===== src/rtl/wcs_pkg.sv =====
// wcs_pkg: shared types and constants for the writable-control-store loader.
// Latency: n/a (declarations only).
// Backpressure: n/a.
// Contents: loader state enum, default address/data widths, bytes per
//           microword, and the word count that a COUNT byte of zero stands for.
package wcs_pkg;

  localparam int WCS_ADDR_W       = 8;
  localparam int WCS_DATA_W       = 22;
  localparam int BYTES_PER_WORD   = 3;
  localparam int COUNT_ZERO_WORDS = 256;

  typedef enum logic [3:0] {
    ST_IDLE,
    ST_CNT,
    ST_ADR,
    ST_B0,
    ST_B1,
    ST_B2,
    ST_WR,
    ST_CHK,
    ST_FIN
  } wcs_state_e;

endpackage


===== src/rtl/wcs_word_asm.sv =====
// wcs_word_asm: assembles stream bytes into a microword, checks pad bits, keeps running XOR.
// Latency: word_nxt/pad_bad are combinational on the top byte; lower bytes are registered.
// Backpressure: none of its own; it only observes transfers already qualified by the FSM.
// Ports: clock, reset, clear (new load accepted), xfer (byte accepted), state,
//        byte_dat -> word_nxt (assembled word), pad_bad (top-byte pad bits set),
//        chk_acc (XOR of all accepted bytes; only when WCS_CHECKSUM_EN is defined).
// Build option: WCS_CHECKSUM_EN adds the checksum accumulator output.
module wcs_word_asm
  import wcs_pkg::*;
#(
  parameter int DATA_W = WCS_DATA_W
) (
  input  logic              clock,
  input  logic              reset,
  input  logic              clear,
  input  logic              xfer,
  input  wcs_state_e        state,
  input  logic [7:0]        byte_dat,
  output logic [DATA_W-1:0] word_nxt,
  output logic              pad_bad
`ifdef WCS_CHECKSUM_EN
 ,output logic [7:0]        chk_acc
`endif
);

  // Number of microword bits carried by the last byte of a word.
  localparam int         HI_BITS  = DATA_W - 8 * (BYTES_PER_WORD - 1);
  localparam logic [7:0] PAD_MASK = 8'hFF << HI_BITS;

  logic [7:0] b0_q;
  logic [7:0] b1_q;

  always_ff @(posedge clock) begin
    if (reset || clear) begin
      b0_q <= 8'd0;
      b1_q <= 8'd0;
    end else if (xfer) begin
      if (state == ST_B0) b0_q <= byte_dat;
      if (state == ST_B1) b1_q <= byte_dat;
    end
  end

  // Valid only while the top byte is on the bus; the FSM samples it then.
  assign word_nxt = {byte_dat[HI_BITS-1:0], b1_q, b0_q};
  assign pad_bad  = |(byte_dat & PAD_MASK);

`ifdef WCS_CHECKSUM_EN
  // The CHK byte is folded in too; harmless, the comparison happens before it lands.
  always_ff @(posedge clock) begin
    if (reset || clear) begin
      chk_acc <= 8'd0;
    end else if (xfer) begin
      chk_acc <= chk_acc ^ byte_dat;
    end
  end
`endif

endmodule


===== src/rtl/wcs_loader.sv =====
// wcs_loader: byte-stream loader that writes 22-bit microwords into the control store.
// Latency: wcs_we one cycle after the last byte of a word; N words take >= 2+4N(+1 CHK)+1 cycles.
// Backpressure: load_ready drops during WR/FIN/IDLE; stalls indefinitely while load_valid is low.
// Ports: clock, reset (sync, active-high), start, load_data/load_valid/load_ready (byte
//        stream in), wcs_we/wcs_addr/wcs_wdata (control-store write port), cpu_hold,
//        done (one-cycle success pulse), error (sticky until next accepted start).
// Build option: WCS_CHECKSUM_EN expects a trailing XOR checksum byte after the last word.
module wcs_loader
  import wcs_pkg::*;
#(
  parameter int ADDR_W = WCS_ADDR_W,
  parameter int DATA_W = WCS_DATA_W
) (
  input  logic              clock,
  input  logic              reset,
  input  logic              start,
  input  logic [7:0]        load_data,
  input  logic              load_valid,
  output logic              load_ready,
  output logic              wcs_we,
  output logic [ADDR_W-1:0] wcs_addr,
  output logic [DATA_W-1:0] wcs_wdata,
  output logic              cpu_hold,
  output logic              done,
  output logic              error
);

  localparam int CNT_W = $clog2(COUNT_ZERO_WORDS + 1);

  wcs_state_e        state;
  logic [ADDR_W-1:0] addr;
  logic [CNT_W-1:0]  remain;
  logic              xfer;
  logic              load_start;
  logic [DATA_W-1:0] word_nxt;
  logic              pad_bad;
`ifdef WCS_CHECKSUM_EN
  logic [7:0]        chk_acc;
`endif

  assign xfer       = load_valid & load_ready;
  assign load_start = (state == ST_IDLE) & start;

  wcs_word_asm #(.DATA_W(DATA_W)) u_asm (
    .clock    (clock),
    .reset    (reset),
    .clear    (load_start),
    .xfer     (xfer),
    .state    (state),
    .byte_dat (load_data),
    .word_nxt (word_nxt),
    .pad_bad  (pad_bad)
`ifdef WCS_CHECKSUM_EN
   ,.chk_acc  (chk_acc)
`endif
  );

  // All outputs are registered; load_ready is set on the edge entering a byte state.
  always_ff @(posedge clock) begin
    if (reset) begin
      state      <= ST_IDLE;
      addr       <= '0;
      remain     <= '0;
      load_ready <= 1'b0;
      wcs_we     <= 1'b0;
      wcs_addr   <= '0;
      wcs_wdata  <= '0;
      cpu_hold   <= 1'b0;
      done       <= 1'b0;
      error      <= 1'b0;
    end else begin
      wcs_we <= 1'b0;
      done   <= 1'b0;
      case (state)
        ST_IDLE: begin
          if (start) begin
            state      <= ST_CNT;
            load_ready <= 1'b1;
            cpu_hold   <= 1'b1;
            error      <= 1'b0;
          end
        end
        ST_CNT: begin
          if (xfer) begin
            remain <= (load_data == 8'd0) ? CNT_W'(COUNT_ZERO_WORDS) : CNT_W'(load_data);
            state  <= ST_ADR;
          end
        end
        ST_ADR: begin
          if (xfer) begin
            addr  <= ADDR_W'(load_data);
            state <= ST_B0;
          end
        end
        ST_B0: if (xfer) state <= ST_B1;
        ST_B1: if (xfer) state <= ST_B2;
        ST_B2: begin
          if (xfer) begin
            load_ready <= 1'b0;
            if (pad_bad) begin
              // Offending word is dropped; earlier words stay in the store.
              error    <= 1'b1;
              cpu_hold <= 1'b0;
              state    <= ST_IDLE;
            end else begin
              wcs_we    <= 1'b1;
              wcs_addr  <= addr;
              wcs_wdata <= word_nxt;
              state     <= ST_WR;
            end
          end
        end
        ST_WR: begin
          addr   <= addr + ADDR_W'(1);   // wraps at the top of the store by design
          remain <= remain - CNT_W'(1);
          if (remain != CNT_W'(1)) begin
            state      <= ST_B0;
            load_ready <= 1'b1;
          end else begin
`ifdef WCS_CHECKSUM_EN
            state      <= ST_CHK;
            load_ready <= 1'b1;
`else
            state    <= ST_FIN;
            done     <= 1'b1;
            cpu_hold <= 1'b0;
`endif
          end
        end
`ifdef WCS_CHECKSUM_EN
        ST_CHK: begin
          if (xfer) begin
            load_ready <= 1'b0;
            cpu_hold   <= 1'b0;
            if (load_data == chk_acc) begin
              done  <= 1'b1;
              state <= ST_FIN;
            end else begin
              error <= 1'b1;
              state <= ST_IDLE;
            end
          end
        end
`endif
        ST_FIN:  state <= ST_IDLE;
        default: state <= ST_IDLE;
      endcase
    end
  end

endmodule


===== config.mk =====
export PLATFORM = sky130hd
export DESIGN_NAME = wcs_loader
export DESIGN_NICKNAME = d
export VERILOG_FILES = /design/src/rtl/wcs_pkg.sv /design/src/rtl/wcs_word_asm.sv /design/src/rtl/wcs_loader.sv
export SDC_FILE = /design/constraint.sdc
export NUM_CORES = 1
export LEC_CHECK = 0
export BUFFER_PORTS_ARGS = -buffer_cell sky130_fd_sc_hd__buf_2
export CAP_MARGIN = 10
export CORE_UTILIZATION = 51
export DETAILED_ROUTE_END_ITERATION = 16
export GPL_TIMING_DRIVEN = 0
export PLACE_DENSITY_LB_ADDON = 0.2
export SLEW_MARGIN = 20
export SYNTH_ARGS = -nofsm -noshare
export SYNTH_HDL_FRONTEND = slang
export SYNTH_HIERARCHICAL = 1
export SYNTH_SLANG_ARGS = --single-unit
export TNS_END_PERCENT = 100

===== constraint.sdc =====
create_clock -name clock -period 1.4 [get_ports clock]
set_input_delay 0.14 -clock clock [delete_from_list [all_inputs] [get_ports clock]]
set_output_delay 0.14 -clock clock [all_outputs]
set_load 0.01 [all_outputs]

Yosys cells after proc, flatten, opt, wreduce, memory -nomap -nowiden

Cells that the tools add are included.

Register bits after elaboration: 72
Input bits: 12
Output and inout port bits: 35
Logic and storage cells: 83

Add/sub/neg operators: 2
Equality and inequality tests: 16
Multiplexer cells: 28
Bitwise operators: 6
Reductions and logical operators: 19

Operators by type and width:

| cell                                                                    | count |
|---|---|
| 4-bit two-way mux                                                       | 7 |
| 4-bit one-hot mux with 7 select lines                                   | 1 |
| 9-bit two-way mux                                                       | 2 |
| 9-bit one-hot mux with 2 select lines                                   | 1 |
| 8-bit one-hot mux with 2 select lines                                   | 1 |
| 4-bit by 3-bit equality test with 1-bit output, second input constant   | 3 |
| 1-bit two-way mux                                                       | 11 |
| 2-bit by 1-bit inequality test with 1-bit output, second input constant | 5 |
| 9-bit by 1-bit inequality test with 1-bit output, second input constant | 1 |
| 9-bit by 1-bit subtractor with 9-bit output, second input constant      | 1 |
| 8-bit by 1-bit adder with 8-bit output, second input constant           | 1 |
| 4-bit by 2-bit equality test with 1-bit output, second input constant   | 2 |
| 8-bit logical NOT                                                       | 1 |
| 8-bit two-way mux                                                       | 1 |
| 2-bit inequality test, second input constant                            | 4 |
| 2-bit AND reduction                                                     | 4 |
| 4-bit AND reduction                                                     | 2 |
| 1-bit one-hot mux with 3 select lines                                   | 2 |
| 6-bit AND reduction                                                     | 1 |
| 2-bit nonzero test                                                      | 3 |
| 5-bit AND reduction                                                     | 1 |
| 4-bit by 1-bit equality test with 1-bit output, second input constant   | 1 |
| 4-bit logical NOT                                                       | 1 |
| 1-bit NOT                                                               | 4 |
| 8 further kinds                                                         | 10 |

Logic depth before layout (Yosys ltp)

Word-level depth: 4
Gate-level depth with buffers: 7

By module

The synthesis kept the hierarchy.

By module, submodules not included:

| module       | times used | cells an instance | area each (um^2) | sequential area each (um^2) |
|---|---|---|---|---|
| wcs_loader   | 1          | 321               | 2551.2           | 1121.1 |
| wcs_word_asm | 1          | 72                | 694.4            | 320.3 |

Least setup slack after synthesis

Ideal clock, no wire load.

Kind: flip-flop to flip-flop
From: register state[1]
To: register u_asm.b1_q[0]
Setup time: 0.072 ns
Arrival time: 1.399 ns
Data required time: 1.328 ns
Slack: -0.070 ns
Cell stages (with the launch flop): 8
Buffers on the path: 2
Cells stage by stage: dfxtp_1 > buf_2 > nor2_1 > and3_1 > nor2_4 > buf_2 > nand2_1 > mux2i_1

Cells in the longest elaborated chain, start to end: 3

RTL lines:

| what                   | RTL line           | source |
|---|---|---|
| start, declared        | wcs_loader.sv:30   | `wcs_state_e state;` |
| start signal, assigned | wcs_loader.sv:61   | `state <= ST_IDLE;` |
| start signal, assigned | wcs_loader.sv:77   | `state <= ST_CNT;` |
| start signal, assigned | wcs_loader.sv:86   | `state <= ST_ADR;` |
| 4-bit logical NOT      | wcs_loader.sv:42   | `assign load_start = (state == ST_IDLE) & start;` |
| 1-bit bitwise AND      | wcs_loader.sv:42   |  |
| net load_start         | wcs_loader.sv:34   | `logic load_start;` |
| 1-bit logical OR       | wcs_word_asm.sv:34 | `if (reset \|\| clear) begin` |
| end signal, assigned   | wcs_word_asm.sv:39 | `if (state == ST_B1) b1_q <= byte_dat;` |
| end, declared          | wcs_word_asm.sv:31 | `logic [7:0] b1_q;` |

The timed path passes the listed nets, and every way through them passes these cells.
A chain may end at the register's enable or synchronous reset.

Final worst setup path

From: register state[0]
To: register u_asm.b1_q[4]

Same word-level chain as after synthesis.

==> flow_metrics.env <==
export IMPL_status="complete, but fails checks"
export IMPL_failed_checks="negative setup slack"
export IMPL_syn_inst=393
export IMPL_cts_made_buffers=9
export IMPL_startpoint_type="flop"
export IMPL_grt_pass1_wl_mm=13.8
export IMPL_place_congestion=0.885
export IMPL_core_area_um2=6030
export IMPL_cts_sinks=72
export IMPL_grt_max_degree=14
export IMPL_fin_crit_ns=1.59
export IMPL_clockBufferDepth=2
export IMPL_crit_required_ns=1.65
export IMPL_overflow=0
export IMPL_synthFlopType="dfxtp_1"
export IMPL_hold_viol_final=0
export IMPL_routed_via_density=5.90
export IMPL_std_cell_rows=28
export IMPL_fill_cells=379
export IMPL_synth_edf_count=0
export IMPL_clock_latency_ns=0.35
export IMPL_path_clk_slew_ns=0.08
export IMPL_ys_ff_latch=72
export IMPL_place_hpwl_mm=5.61
export IMPL_dr_pass1_iters=6
export IMPL_insertedDiodeCount=0
export IMPL_initial_core_util=0.539
export IMPL_vdd_drop_max_uv=792
export IMPL_htreeDepth=3
export IMPL_drt_iter0_markers=272
export IMPL_relSlewSlack=0.558
export IMPL_syn_num_nets=408
export IMPL_wl_per_cell_um=17.3
export IMPL_clock_skew_final_ns=0.00804
export IMPL_final_util=0.784
export IMPL_tightest_slew_ns=0.664
export IMPL_layout_common_cells="64 x dfxtp_1, 54 x nand2_1, 46 x buf_2"
export IMPL_cts_tree="done"
export IMPL_layout_commonest_cell="dfxtp_1"
export IMPL_grt_pass1_vias=2924
export IMPL_clockRootBuffer="clkbuf_8"
export IMPL_rsz0062_at_grt="true"
export IMPL_synth_cell_type_count=51
export IMPL_end_kind="flop"
export IMPL_fmax_ghz=0.628
export IMPL_p_leak_nw=1.87
export IMPL_wirelength_mm=9.67
export IMPL_design_die_area_um2=6690
export IMPL_antenna_found_initial=0
export IMPL_netlist_area_um2=3250
export IMPL_cp_arrival_ns=1.84
export IMPL_grt_total_usage=0.274
export IMPL_ys_async_sr_fraction=0
export IMPL_finalSetupViolCount=58
export IMPL_max_cap_violations=0
export IMPL_syn_avg_cell_area_um2=8.26
export IMPL_finalCritPeriodShare=1.14
export IMPL_num_io_pins=47
export IMPL_numPortBuffers=46
export IMPL_cp_max_fo=8
export IMPL_fin_nets=495
export IMPL_die_w_um=81.8
export IMPL_yosysWarnings=6
export IMPL_ys_seq_area_frac=0.444
export IMPL_post_place_ws_ns=-0.315
export IMPL_drc=0
export IMPL_worstHoldPathType="in2reg"
export IMPL_slew_viol_final=0
export IMPL_power_density_nw_per_um2=1140
export IMPL_whs_ns=0.122
export IMPL_areaGrowthSynthToFinish_pct=45.6
export IMPL_drtAntennaViolNets=0
export IMPL_fp_dieH_um=81.8
export IMPL_worst_slack_ns=-0.192
export IMPL_via_count=3302
export IMPL_drive_gt1_frac=0.480
export IMPL_worstSetupPathType="reg2reg"
==> synth_stat cells, types with 3 or more instances <==
master	instances	area [um2]
a211oi_1	4	30.0
a21oi_1	45	225
a22oi_1	3	22.5
a311oi_1	3	26.3
a31oi_1	8	50.1
and3_1	7	43.8
buf_2	11	55.1
buf_4	8	60.1
buf_6	5	56.3
clkbuf_1	6	22.5
dfxtp_1	72	1440
ha_1	3	37.5
inv_1	7	26.3
mux2i_1	16	160
nand2_1	101	379
nand3_1	7	35.0
nand4_1	6	37.5
nor2_1	20	75.1
nor2b_1	3	18.8
nor3_1	7	35.0
o211ai_1	3	22.5
o21ai_0	7	35.0
or3_1	5	31.3
==> per-stage QoR <==
stage | std cells | cell area, um2 | TNS [ns] | power [mW]
after floorplan | 393 | 3260 | -0.0488 | 2.78
after global placement | 514 | 3580 | -11.10 | 2.97
after detailed placement | 514 | 3580 | -12.00 | 2.98
after CTS | 547 | 4230 | -1.90 | 4.96
after global routing | 560 | 4730 | -6.13 | 5.57
final | 560 | 4730 | -3.62 | 5.40
==> metal layers <==
| metal | vias to the layer above | global-route usage | wire length [um] |
|---|---|---|---|
| met5 | - | 0 | 0 |
| met4 | 0 | 0.123 | 223 |
| met3 | 27 | 0.0567 | 639 |
| met2 | 158 | 0.441 | 4770 |
| met1 | 1581 | 0.350 | 4030 |
| li1 | 1536 | - | - |
==> final timing paths <==
| path | cells after the start | slack, ns | from | to |
|---|---|---|---|---|
| worst min-delay path | 3 | 0.12 | load_data[0] | u_asm/b0_q[0]$_SDFFE_PP0P_ |
| worst max register to register | 7 | -0.19 | state[0]$_SDFFE_PP0P_ | u_asm/b1_q[4]$_SDFFE_PP0P_ |
| worst min register to register | 2 | 0.45 | wcs_addr[7]$_SDFFE_PP0P_ | wcs_addr[7]$_SDFFE_PP0P_ |
| worst max-delay path | 7 | -0.19 | state[0]$_SDFFE_PP0P_ | u_asm/b1_q[4]$_SDFFE_PP0P_ |
==> power breakdown <==
group	internal (mW)	switching [mW]
combinational	0.624	0.680
clock	1.01	0.826
sequential	2.13	0.129
==> registers in the layout (all words and copies together) (netlist names) <==
register,count
done,1
wcs_we,1
state,4
load_ready,1
u_asm/b1_q,8
wcs_addr,8
addr,8
u_asm/b0_q,8
wcs_wdata,22
error,1
cpu_hold,1
remain,9
==> timing repair <==
item | in CTS | in global routing
pin swaps | 50 | 38
cloned | 3 | 2
gates resized for setup | 80 | 104
buffers inserted | 14 | 14
hold buffers | 0 | 0
endpoints found under the setup margin | 68 | 71
==> critical path: stages, from the launching register on <==
cell and delay [ns]:
dfxtp_4 0.42, buf_8 0.14, nor2_4 0.03, and3_4 0.19
nor2_4 0.21, buf_6 0.19, nand2_4 0.07, mux2i_1 0.24
==> layout make-up <==
| cell class | count | area [um2] | area share |
|---|---|---|---|
| Multi-Input combinational cell | 283 | 2120 | 0.449 |
| Sequential cell | 72 | 1460 | 0.309 |
| Timing Repair Buffer | 79 | 549 | 0.116 |
| Buffer | 28 | 255 | 0.0540 |
| Clock buffer | 10 | 128 | 0.0270 |
| Tap cell | 75 | 93.8 | 0.0199 |
| Clock inverter | 6 | 92.6 | 0.0196 |
| Inverter | 7 | 26.3 | 0.00556 |
==> cells by family after synthesis <==
logic type	count (synthesis)	synth area share
simple gates	177	0.260
buf+inv	38	0.0690
mux	16	0.0493
xor+xnor	1	0.00270
flops	72	0.444
compound gates	86	0.163
fa+ha+maj	3	0.0116
(Power assumes the default switching activity.)
